==> config.mk <==
export PLATFORM = sky130hd
export DESIGN_NAME = muldiv_sequencer
export DESIGN_NICKNAME = d
export VERILOG_FILES = /design/src/rtl/muldiv_pkg.sv /design/src/rtl/muldiv_iter_core.sv /design/src/rtl/muldiv_sequencer.sv
export SDC_FILE = /design/constraint.sdc
export NUM_CORES = 1
export LEC_CHECK = 0
export ABC_AREA = 0
export ABC_CLOCK_PERIOD_IN_PS = 10100
export BUFFER_PORTS_ARGS = -buffer_cell sky130_fd_sc_hd__buf_4
export CORE_ASPECT_RATIO = 1.1
export CORE_UTILIZATION = 35
export CTS_CLUSTER_DIAMETER = 100
export DETAILED_ROUTE_END_ITERATION = 16
export SLEW_MARGIN = 15
export SYNTH_ARGS = -nofsm -noshare
export SYNTH_HDL_FRONTEND = slang
export SYNTH_HIERARCHICAL = 1
export SYNTH_SLANG_ARGS = --single-unit
==> constraint.sdc <==
create_clock -name clk -period 10.1 [get_ports clk]
set_clock_uncertainty 0.15 [all_clocks]
set_input_delay 1.515 -clock clk [delete_from_list [all_inputs] [get_ports clk]]
set_output_delay 1.515 -clock clk [all_outputs]
set_load 0.03 [all_outputs]
==> src/rtl/muldiv_pkg.sv <==
// Shared definitions for the HI/LO multiply/divide sequencer.
// The optional MULDIV_SIGNED_EN build adds signed operations and the FIX state.
package muldiv_pkg;

    localparam int DEFAULT_WIDTH = 32;

    localparam logic OP_MUL = 1'b0;
    localparam logic OP_DIV = 1'b1;
    localparam int   OP_SIGNED_BIT = 1;

    typedef enum logic [1:0] {
        IDLE,
        RUN,
        FIX
    } state_e;

    function automatic int cnt_width(input int w);
        return $clog2(w + 1);
    endfunction

    localparam int CNT_W = cnt_width(DEFAULT_WIDTH);

endpackage

==> src/rtl/muldiv_iter_core.sv <==
// One shift-add multiply or restoring divide step.
// The step is purely combinational and is applied once per cycle by the sequencer.
module muldiv_iter_core
    import muldiv_pkg::*;
#(
    parameter int WIDTH = DEFAULT_WIDTH
) (
    input  logic [WIDTH:0]   acc_hi_i,
    input  logic [WIDTH-1:0] acc_lo_i,
    input  logic [WIDTH-1:0] operand_i,
    input  logic             op_i,
    output logic [WIDTH:0]   acc_hi_o,
    output logic [WIDTH-1:0] acc_lo_o,
    output logic             q_bit_o
);

    logic [WIDTH:0] sum;
    logic [WIDTH:0] rem_shift;
    logic [WIDTH:0] diff;

    // Multiply keeps the multiplier in the low half; divide keeps the
    // quotient there and shifts the remainder in from its top bit.
    always_comb begin
        sum       = acc_hi_i + (acc_lo_i[0] ? {1'b0, operand_i} : '0);
        rem_shift = {acc_hi_i[WIDTH-1:0], acc_lo_i[WIDTH-1]};
        diff      = rem_shift - {1'b0, operand_i};
        acc_hi_o  = '0;
        acc_lo_o  = '0;
        q_bit_o   = 1'b0;
        if (op_i == OP_MUL) begin
            acc_hi_o = {1'b0, sum[WIDTH:1]};
            acc_lo_o = {sum[0], acc_lo_i[WIDTH-1:1]};
        end else begin
            q_bit_o  = (rem_shift >= {1'b0, operand_i});
            acc_hi_o = q_bit_o ? diff : rem_shift;
            acc_lo_o = {acc_lo_i[WIDTH-2:0], 1'b0};
        end
    end

endmodule

==> src/rtl/muldiv_sequencer.sv <==
// Multi-cycle HI/LO controller for multu/divu/mfhi/mflo with datapath stall.
// Define MULDIV_SIGNED_EN to add signed mult/div with a sign-fixup (FIX) state.
module muldiv_sequencer
    import muldiv_pkg::*;
#(
    parameter int WIDTH = DEFAULT_WIDTH
) (
    input  logic             clk,
    input  logic             rst,
    input  logic             start,
    input  logic [1:0]       op,
    input  logic [WIDTH-1:0] src_a,
    input  logic [WIDTH-1:0] src_b,
    input  logic             mf_req,
    output logic             stall,
    output logic             busy,
    output logic             done,
    output logic [WIDTH-1:0] hi,
    output logic [WIDTH-1:0] lo
);

    localparam int CW = cnt_width(WIDTH);
    localparam logic [CW-1:0] LAST = CW'(WIDTH - 1);

    state_e           state_q, state_d;
    logic [CW-1:0]    cnt_q, cnt_d;
    logic [WIDTH:0]   acc_hi_q, acc_hi_d;
    logic [WIDTH-1:0] acc_lo_q, acc_lo_d;
    logic [WIDTH-1:0] opnd_q, opnd_d;
    logic             op_q, op_d;
    logic [WIDTH-1:0] hi_q, hi_d;
    logic [WIDTH-1:0] lo_q, lo_d;
    logic             done_q, done_d;

    logic [WIDTH:0]   core_hi;
    logic [WIDTH-1:0] core_lo;
    logic             core_qbit;
    logic [WIDTH-1:0] iter_lo;
    logic [WIDTH-1:0] a_mag, b_mag;

`ifdef MULDIV_SIGNED_EN
    logic             sgn_q, sgn_d;
    logic             neg_lo_q, neg_lo_d;
    logic             neg_hi_q, neg_hi_d;
    logic             a_neg, b_neg;
    logic [2*WIDTH-1:0] prod;

    assign a_neg = op[OP_SIGNED_BIT] & src_a[WIDTH-1];
    assign b_neg = op[OP_SIGNED_BIT] & src_b[WIDTH-1];
    assign a_mag = a_neg ? -src_a : src_a;
    assign b_mag = b_neg ? -src_b : src_b;
    assign prod  = {acc_hi_q[WIDTH-1:0], acc_lo_q};
`else
    logic unused_sign;
    assign unused_sign = op[OP_SIGNED_BIT];
    assign a_mag = src_a;
    assign b_mag = src_b;
`endif

    muldiv_iter_core #(.WIDTH(WIDTH)) u_core (
        .acc_hi_i  (acc_hi_q),
        .acc_lo_i  (acc_lo_q),
        .operand_i (opnd_q),
        .op_i      (op_q),
        .acc_hi_o  (core_hi),
        .acc_lo_o  (core_lo),
        .q_bit_o   (core_qbit)
    );

    assign iter_lo = core_lo | WIDTH'(core_qbit);

    always_ff @(posedge clk or negedge rst) begin
        if (!rst) begin
            state_q  <= IDLE;
            cnt_q    <= '0;
            acc_hi_q <= '0;
            acc_lo_q <= '0;
            opnd_q   <= '0;
            op_q     <= OP_MUL;
            hi_q     <= '0;
            lo_q     <= '0;
            done_q   <= 1'b0;
`ifdef MULDIV_SIGNED_EN
            sgn_q    <= 1'b0;
            neg_lo_q <= 1'b0;
            neg_hi_q <= 1'b0;
`endif
        end else begin
            state_q  <= state_d;
            cnt_q    <= cnt_d;
            acc_hi_q <= acc_hi_d;
            acc_lo_q <= acc_lo_d;
            opnd_q   <= opnd_d;
            op_q     <= op_d;
            hi_q     <= hi_d;
            lo_q     <= lo_d;
            done_q   <= done_d;
`ifdef MULDIV_SIGNED_EN
            sgn_q    <= sgn_d;
            neg_lo_q <= neg_lo_d;
            neg_hi_q <= neg_hi_d;
`endif
        end
    end

    // HI/LO are only written on the final step, so they never expose partial results.
    always_comb begin
        state_d  = state_q;
        cnt_d    = cnt_q;
        acc_hi_d = acc_hi_q;
        acc_lo_d = acc_lo_q;
        opnd_d   = opnd_q;
        op_d     = op_q;
        hi_d     = hi_q;
        lo_d     = lo_q;
        done_d   = 1'b0;
`ifdef MULDIV_SIGNED_EN
        sgn_d    = sgn_q;
        neg_lo_d = neg_lo_q;
        neg_hi_d = neg_hi_q;
`endif
        unique case (state_q)
            IDLE: begin
                if (start) begin
                    state_d  = RUN;
                    cnt_d    = '0;
                    acc_hi_d = '0;
                    op_d     = op[0];
                    acc_lo_d = (op[0] == OP_MUL) ? b_mag : a_mag;
                    opnd_d   = (op[0] == OP_MUL) ? a_mag : b_mag;
`ifdef MULDIV_SIGNED_EN
                    sgn_d    = op[OP_SIGNED_BIT];
                    neg_lo_d = a_neg ^ b_neg;
                    neg_hi_d = a_neg;
`endif
                end
            end
            RUN: begin
                acc_hi_d = core_hi;
                acc_lo_d = iter_lo;
                cnt_d    = cnt_q + CW'(1);
                if (cnt_q == LAST) begin
                    state_d = IDLE;
                    done_d  = 1'b1;
                    hi_d    = core_hi[WIDTH-1:0];
                    lo_d    = iter_lo;
`ifdef MULDIV_SIGNED_EN
                    if (sgn_q) begin
                        state_d = FIX;
                        done_d  = 1'b0;
                        hi_d    = hi_q;
                        lo_d    = lo_q;
                    end
`endif
                end
            end
`ifdef MULDIV_SIGNED_EN
            FIX: begin
                state_d = IDLE;
                done_d  = 1'b1;
                if (op_q == OP_MUL) begin
                    {hi_d, lo_d} = neg_lo_q ? -prod : prod;
                end else begin
                    lo_d = neg_lo_q ? -acc_lo_q : acc_lo_q;
                    hi_d = neg_hi_q ? -acc_hi_q[WIDTH-1:0] : acc_hi_q[WIDTH-1:0];
                end
            end
`endif
            default: state_d = IDLE;
        endcase
    end

    assign busy  = (state_q != IDLE);
    assign stall = busy & (start | mf_req);
    assign done  = done_q;
    assign hi    = hi_q;
    assign lo    = lo_q;

endmodule

## Yosys cells after proc, flatten, opt, wreduce, memory -nomap -nowiden

Cells that the tools add are included.

- Output and inout port bits: 67
- Flip-flop bits (word level): 171

- $lt $le $gt $ge: 1
- Add/sub/neg operators: 3
- Eq/ne operators: 4
- Bitwise logic cells: 3
- Reduce and logical (&&, ||, !) cells: 7
- Mux-type cells: 18

Operators by type and width:

| cell | number |
|---|---|
| $mux 32 | 5 |
| $mux 33 | 3 |
| $pmux 33 s2 | 1 |
| $pmux 32 s2 | 1 |
| $add 33x33->33 | 1 |
| $ge 33x32->1 | 1 |
| $sub 33x32->33 | 1 |
| $or 32x1->32 | 1 |
| $pmux 6 s2 | 1 |
| $reduce_and 2->1 | 4 |
| $add 6x1->6 const B | 1 |
| $eq 6x5->1 const B | 1 |
| $mux 6 | 1 |
| $mux 2 | 2 |
| $ne 2x2->1 const B | 2 |
| $pmux 2 s2 | 1 |
| $reduce_bool 2->1 | 2 |
| $mux 1 | 3 |
| $eq 2x1->1 const B | 1 |
| $logic_not 2->1 | 1 |
| $and 1x1->1 | 1 |
| $or 1x1->1 | 1 |

## Longest topological paths before layout

Gate-level depths: netlist of the first run.

- Depth after elaboration: 5
- Mapped depth: 14

## By module

Netlist of the first run, hierarchy kept.

Modules (own cells, without submodules):

| module | seq. area each (µm²) | cells each | instances | area each (µm²) |
|---|---|---|---|---|
| muldiv_sequencer | 4254.1 | 565 | 1 | 7417.1 |
| muldiv_iter_core | 0.0 | 671 | 1 | 4772.1 |

## Worst setup path after synthesis of the first run

Ideal clock, no wire load.

- Path kind: input to output
- From: input port start
- To: output port stall
- Buffers on the path: 3
- Stages: 4
- Arrival: 2.331 ns
- Path slack: 6.104 ns
- Path through: buf_2 -> buf_2 -> buf_2 -> o21a_1

- Longest elaborated chain between the ends: 2

Ends and longest elaborated chain:

| element | RTL line | source |
|---|---|---|
| start: declaration | muldiv_sequencer.sv:10 | `input logic start,` |
| $or 1x1->1 | muldiv_sequencer.sv:174 | `assign stall = busy & (start \| mf_req);` |
| $and 1x1->1 | muldiv_sequencer.sv:174 |  |
| end: declaration | muldiv_sequencer.sv:15 | `output logic stall,` |

No other way between the ends.

## Final worst setup path of the first run

- From: register acc_lo_q[0]
- To: register hi_q[31], in the netlist hi[31]

- Longest elaborated chain between the ends: 3

Ends and longest elaborated chain:

| element | RTL line | source |
|---|---|---|
| start: declaration | muldiv_sequencer.sv:28 | `logic [WIDTH-1:0] acc_lo_q, acc_lo_d;` |
| start signal: assignment | muldiv_sequencer.sv:92 | `acc_lo_q <= acc_lo_d;` |
| $mux 32 | muldiv_iter_core.sv:24 | `sum = acc_hi_i + (acc_lo_i[0] ? {1'b0, operand_i} : '0);` |
| $add 33x33->33 | muldiv_iter_core.sv:24 |  |
| $mux 33 | muldiv_iter_core.sv:30 | `if (op_i == OP_MUL) begin` |
| named net core_hi[31] | muldiv_sequencer.sv:35 | `logic [WIDTH:0] core_hi;` |
| end signal: assignment | muldiv_sequencer.sv:95 | `hi_q <= hi_d;` |
| end: declaration | muldiv_sequencer.sv:31 | `logic [WIDTH-1:0] hi_q, hi_d;` |

The timed path passes the listed nets, and every way through them passes these cells.
A chain may end at the register's enable or synchronous reset.

==> flow_summary.toml, run 1 <==
[timing]
max_freq_mhz = 239.3
setup_viol = 0
period_needed_ps = 4179
fin_crit_sh = 0.4138
hold_viol = 0
rsz0062_at_grt = "no"
worstMarginPinSlew_ps = 944.9
slew_headroom = 0.3686
slew_violations = 0
tns_ps = 0

[detailed_routing]
firstDrtPassIters = 12
post-route-drc-count = 3
post_drt_wl_per_cell_um = 17.44
vias = 9446
postRouteAntennaNets = 0
drt_iter0_drc = 568
routed_via_density = 5.310
wirelength_um = 31020

[die]
start_util = 0.3564
die_area_um2 = 35580
die_y_um = 197.7
core_um2 = 34200
rows = 71
io_pins = 137
die_x_um = 179.9

[synthesis]
yosys_warnings = 6
synth-edff-count = 0
syn_inst = 1236
synth-seq-area-share = 0.3490
synth_top_area_share = 0.3490
syn_area_um2 = 12190
ys_ff_latch = 170
synth_cell_types = 73
synthesis.nets = 1373
synth_top_area_cell = "dfrtp_1"
synthTopCellsByArea = "dfrtp_1, mux2i_1, ha_1"
dominantRegCellSynth = "dfrtp_1"
avgSynthCellArea_um2 = 9.862
async_reset_ff_frac = 1.000

[finish]
drive_above_1_share = 0.2215
multi_input_area_um2 = 7338
register_area_um2 = 4259
nNetsFinal = 1465
antenna_cells = 0
fillers = 3432
syn2layout_area_growth_pct = 14.94

[global_routing]
antenna_found_initial = 0
grt_pass1_wl_um = 50750
grt_pass1_vias = 9367
overflow = 0
grt_max_degree = 72
grt_use_total = 0.1792

[cts]
numCtsBuffers = 17
post_cts_buffers = 0
cts_max_path_buffers = 2
cts.repair.resized = 0
cts_root_buf = "clkbuf_16"
clk_latency_ps = 460
cts_tree = "yes"
cts_sinks = 170
postCtsHoldBufs = 0
path_clk_slew_ps = 70
cts_max_level = 4

[placement]
hpwl_um = 22980
place.gp.congestion = 0.8687
portBuffers = 135

[setup_path]
crit_chain = "and2_1 -> ha_1 -> fa_1 -> a21o_1 -> a221oi_1 -> o21ai_0 -> buf_4 -> nand3_1 -> nand3_1 -> nand2_1 -> a211oi_1 -> mux2_2 -> a211oi_1 -> mux2_2"
cp.required_ps = 10340
crit_path_top_delay_cell = "dfrtp_1"
crit_fanout = 12
cp_top_family = "compound AO/OA/AOI/OAI gates"
slowest_delay_ps = 510
crit_buf_inv = 1
worstSetupStartpointType = "register"
critical_path_arrival_ps = 4420
end_kind = "register"
criticalPathCategory = "reg2reg"

[run]
cap_violations = 0

[worst_hold_path]
worstHoldPathType = "reg2reg"

[outcome]
violations = "DRC"
status = "finished, violations left"
area by class of cell:
type,instances,share of cell area
Clock buffer,20,0.03188
Clock inverter,12,0.008216
Inverter,52,0.01393
Multi-Input combinational cell,940,0.5238
Sequential cell,170,0.3040
Tap cell,438,0.03912
Timing Repair Buffer,147,0.07904
worst paths after layout:
| path | start | cells past startpoint | end | slack, ps |
|---|---|---|---|---|
| min | cnt_q[5] | 1 | cnt_q[5] | 340 |
| min reg2reg | cnt_q[5] | 1 | cnt_q[5] | 340 |
| min in group asynchronous | rst | 1 | done | 860 |
| max | acc_lo_q[0] | 14 | hi[31] | 5920 |
| max in group asynchronous | rst | 3 | op_q | 7010 |
| max reg2reg | acc_lo_q[0] | 14 | hi[31] | 5920 |
Yosys cell counts (33+ instances only):
master / count
dfrtp_1: 170
mux2i_1: 102
nor2_1: 78
a21oi_1: 73
a21o_1: 71
nand2_1: 66
ha_1: 65
o21ai_0: 64
mux2_2: 59
inv_1: 51
a211oi_1: 40
xnor2_1: 40
and2_1: 37
clkbuf_1: 37
mux2_4: 37
a22o_1: 33
registers in the layout, summed over array words and instances, names as in the netlist:
register  count
acc_lo_q     32
done          1
cnt_q         6
acc_hi_q     33
lo           32
opnd_q       32
hi           32
state_q       1
op_q          1
worst reg2reg max path, cell delays in order, from the launching register on:
cell and delay, ps:
dfrtp_1 510, and2_1 200, ha_1 220, fa_1 410, a21o_1 240, a221oi_1 430, o21ai_0 160, buf_4 180
nand3_1 140, nand3_1 170, nand2_1 180, a211oi_1 130, mux2_2 280, a211oi_1 470, mux2_2 260
through the flow:
step	utilization	setup slack (ps)	area (um2)	hold slack, ps	std cells
6_report	0.4096	5921	14010	339.5	1779
5_1_grt	0.4096	5691	14010	360.9	1779
4_1_cts	0.4096	5921	14010	341.9	1779
3_5_place_dp	0.3932	5950	13450	332.0	1747
3_3_place_gp	0.3932	5911	13450	315.3	1747
2_1_floorplan	-	6104	12190	296.6	1236
logic make-up (layout without fill, tap and decap cells):
family                     count (synthesis)  in the layout  synth area share
AOI/OAI and AO/OA                        354            354            0.2001
and+or+nand+nor                          266            266            0.1067
muxes                                    199            199            0.1848
DFF                                      170            170            0.3490
buffers and inverters                    126            231           0.05071
adders and majority gates                 67             67           0.07001
xor gates and xnor gates                  54             54           0.03880
per-layer routing:
metal,GRT usage,vias up,routed length (um)
li1,-,4673,-
met3,0.02943,36,1157
met5,0,-,0
met4,0.06769,0,647
met2,0.2885,182,14090
met1,0.2414,4555,15120
cells in the final DEF, fill, tap and decap left out, types with 33 or more instances in the layout:
master,netlist,routed
dfrtp_1,170,168
buf_4,7,146
mux2i_1,102,102
nor2_1,78,77
a21oi_1,73,73
a21o_1,71,71
nand2_1,66,66
ha_1,65,65
o21ai_0,64,64
mux2_2,59,59
inv_1,51,51
xnor2_1,40,40
a211oi_1,40,40
mux2_4,37,37
and2_1,37,37
a22o_1,33,33
Power of run 1 is not shown: default switching activity piles up to over one toggle a cycle in this logic, so the estimate is an artifact.
==> inputs of run 2 (changes only) <==
--- a/config.mk
+++ b/config.mk
@@ -5,8 +5,8 @@
 export SDC_FILE = /design/constraint.sdc
 export NUM_CORES = 1
 export LEC_CHECK = 0
-export ABC_AREA = 0
-export ABC_CLOCK_PERIOD_IN_PS = 10100
+export ABC_AREA = 1
+export ABC_CLOCK_PERIOD_IN_PS = 3340
 export BUFFER_PORTS_ARGS = -buffer_cell sky130_fd_sc_hd__buf_4
 export CORE_ASPECT_RATIO = 1.1
 export CORE_UTILIZATION = 35
==> constraint.sdc (replaced) <==
create_clock -name clk -period 3.34 [get_ports clk]
set_clock_uncertainty 0.15 [all_clocks]
set_input_delay 0.501 -clock clk [delete_from_list [all_inputs] [get_ports clk]]
set_output_delay 0.501 -clock clk [all_outputs]
set_load 0.03 [all_outputs]
==> flow_summary.toml, run 2 <==
[die]
core_um2 = 39460
die_x_um = 193.3
die_y_um = 212.4
die_area_um2 = 41060
start_util = 0.3570
io_pins = 137
rows = 76

[synthesis]
synth_top_area_share = 0.3019
synth_cell_types = 40
dominantRegCellSynth = "dfrtp_1"
yosysMostFrequentCell = "nand2_1"
synth-seq-area-share = 0.3019
async_reset_ff_frac = 1.000
syn_area_um2 = 14090
synth-edff-count = 0
synthesis.nets = 2382
avgSynthCellArea_um2 = 6.276
synth_top_area_cell = "dfrtp_1"
syn_inst = 2245
yosys_warnings = 6
ys_ff_latch = 170
ys_top_cells_by_count = "nand2_1, inv_1, nand3_1, dfrtp_1, nor2_1"
synthTopCellsByArea = "dfrtp_1, nand2_1, inv_1"

[finish]
final_cell_mix = "nand2_1, inv_1, nand3_1, buf_4, dfrtp_1"
final_common_cell = "nand2_1"
regMostFlops = "acc_hi_q"
nNetsFinal = 2493
largest_reg_flops = 33
drive_above_1_share = 0.1114
syn2layout_area_growth_pct = 15.24
antenna_cells = 0
finalNonFillerCells = 2876
final_area_um2 = 16240

[timing]
max_freq_mhz = 325.8
worstMarginPinSlew_ps = 1058
setup_viol = 0
slew_headroom = 0.2947
period_needed_ps = 3069
rsz0062_at_grt = "no"
tns_ps = 0
hold_viol = 0
slew_violations = 0
fin_crit_sh = 0.9189

[setup_path]
cp.required_ps = 3540
end_kind = "register"
criticalPathCategory = "reg2reg"
worstSetupStartpointType = "register"
crit_fanout = 9
critical_path_arrival_ps = 3270

[power_and_ir_drop]
leakagePower_nw = 9.419
vdd_drop_max_mv = 0.5104
power_mw = 18.83
powerDensity_nw_per_um2 = 1160

[placement]
dpl_cell_area_um2 = 15580
place.gp.congestion = 0.9329
hpwl_um = 37550
portBuffers = 135
dp.cells = 2843

[detailed_routing]
post-route-drc-count = 0
postRouteAntennaNets = 0
routed_via_density = 5.004
post_drt_wl_per_cell_um = 16.54
vias = 14392
firstDrtPassIters = 8
drt_iter0_drc = 994
wirelength_um = 47580

[global_routing]
overflow = 0
grt_pass1_vias = 14172
antenna_found_initial = 0
grt_max_degree = 74
grt_use_total = 0.2384
grt_pass1_wl_um = 76100

[cts]
clk_latency_ps = 470
cts_max_path_buffers = 2
post_cts_buffers = 0
cts_sinks = 170
path_clk_slew_ps = 70
cts_root_buf = "clkbuf_16"
cts_tree = "yes"
numCtsBuffers = 17
cts_max_level = 4

[run]
cap_violations = 0

[outcome]
status = "complete, no violations"

[worst_hold_path]
worstHoldPathType = "in2reg"
-- run 2: changes by cell type in the layout (fill, tap and decap cells not counted), moves of 25 or more --
cell,previous run,this run
mux2i_1,102,0
buf_4,146,171
inv_1,51,348
xnor2_1,40,14
mux2_2,59,0
nand3b_1,2,31
a211oi_1,40,0
mux2_4,37,0
o211ai_1,6,32
nand3_1,17,232
and2_1,37,9
nand2_1,66,925
a21o_1,71,0
-- run 2: timing repair --
action	CTS	global route
endpoints found under the hold margin	69	0
resized for setup	0	1
setup endpoints to repair	0	8
hold buffers	1	0
-- run 2: metrics by stage --
stage          setup WS, ps  utilization  hold slack [ps]
6_report              270.9       0.4114            149.3
5_1_grt               4.451       0.4114            156.0
4_1_cts               150.2       0.4114            129.0
3_5_place_dp          170.6       0.3948            309.1
3_3_place_gp          198.4       0.3948            307.7
2_1_floorplan         726.3            -            55.41
-- run 2: final cells by class --
type,count,area [um2]
timing repair buffer,176,1365
multi-input combinational,1634,7993
clock buffer,23,488.0
fill,4256,23230
tap,507,634.4
sequential,170,4258
inverter,357,1340
clock inverter,9,158.9
-- run 2: metal layers --
metal / share of wire / global-route usage / routed length, um / vias up
met1: 0.46 / 0.3116 / 22090 / 6774
met3: 0.042 / 0.02776 / 2001 / 50
met4: 0.024 / 0.08248 / 1119 / 0
met2: 0.47 / 0.4078 / 22370 / 337
met5: 0 / 0 / 0 / -
li1: - / - / - / 7231
-- run 2: logic make-up (layout without fill, tap and decap cells) --
| logic type | count (synthesis) | in the layout | share of synthesized area |
|---|---|---|---|
| compound gates | 191 | 191 | 0.08347 |
| xor+xnor | 19 | 19 | 0.01181 |
| fa+ha+maj | 67 | 67 | 0.06056 |
| buf+inv | 441 | 565 | 0.1319 |
| flops | 170 | 170 | 0.3019 |
| simple gates | 1357 | 1357 | 0.4104 |
-- run 2: worst paths after layout --
path	cells after the start	slack (ps)	endpoint	start
max in group asynchronous	3	1610	lo[20]	rst
min in group asynchronous	2	480	lo[28]	rst
hold / removal	3	150	opnd_q[5]	src_b[5]
setup reg to reg	16	270	acc_hi_q[31]	acc_lo_q[0]
setup / recovery	16	270	acc_hi_q[31]	acc_lo_q[0]
hold reg to reg	2	320	hi[17]	hi[17]
-- run 2: report_power, final --
part	internal, mW	switching [mW]	total, mW
clock network	1.33	0.885	2.22
logic	4.49	8.26	12.8
registers	2.99	0.879	3.87
-- run 2: critical path, cell delays in order (launching register included) --
cell and delay (ps):
dfrtp_2 520, buf_4 210, nand2_1 70, inv_1 40
ha_1 370, a21oi_1 130, o21ai_0 350, inv_1 70
nand2_1 130, nand2_1 70, nand2_1 170, nand2_1 150
nand2_1 90, nand2_1 50, nand3_1 60, nand2_1 80
a22o_1 230
(Power assumes the default switching activity.)
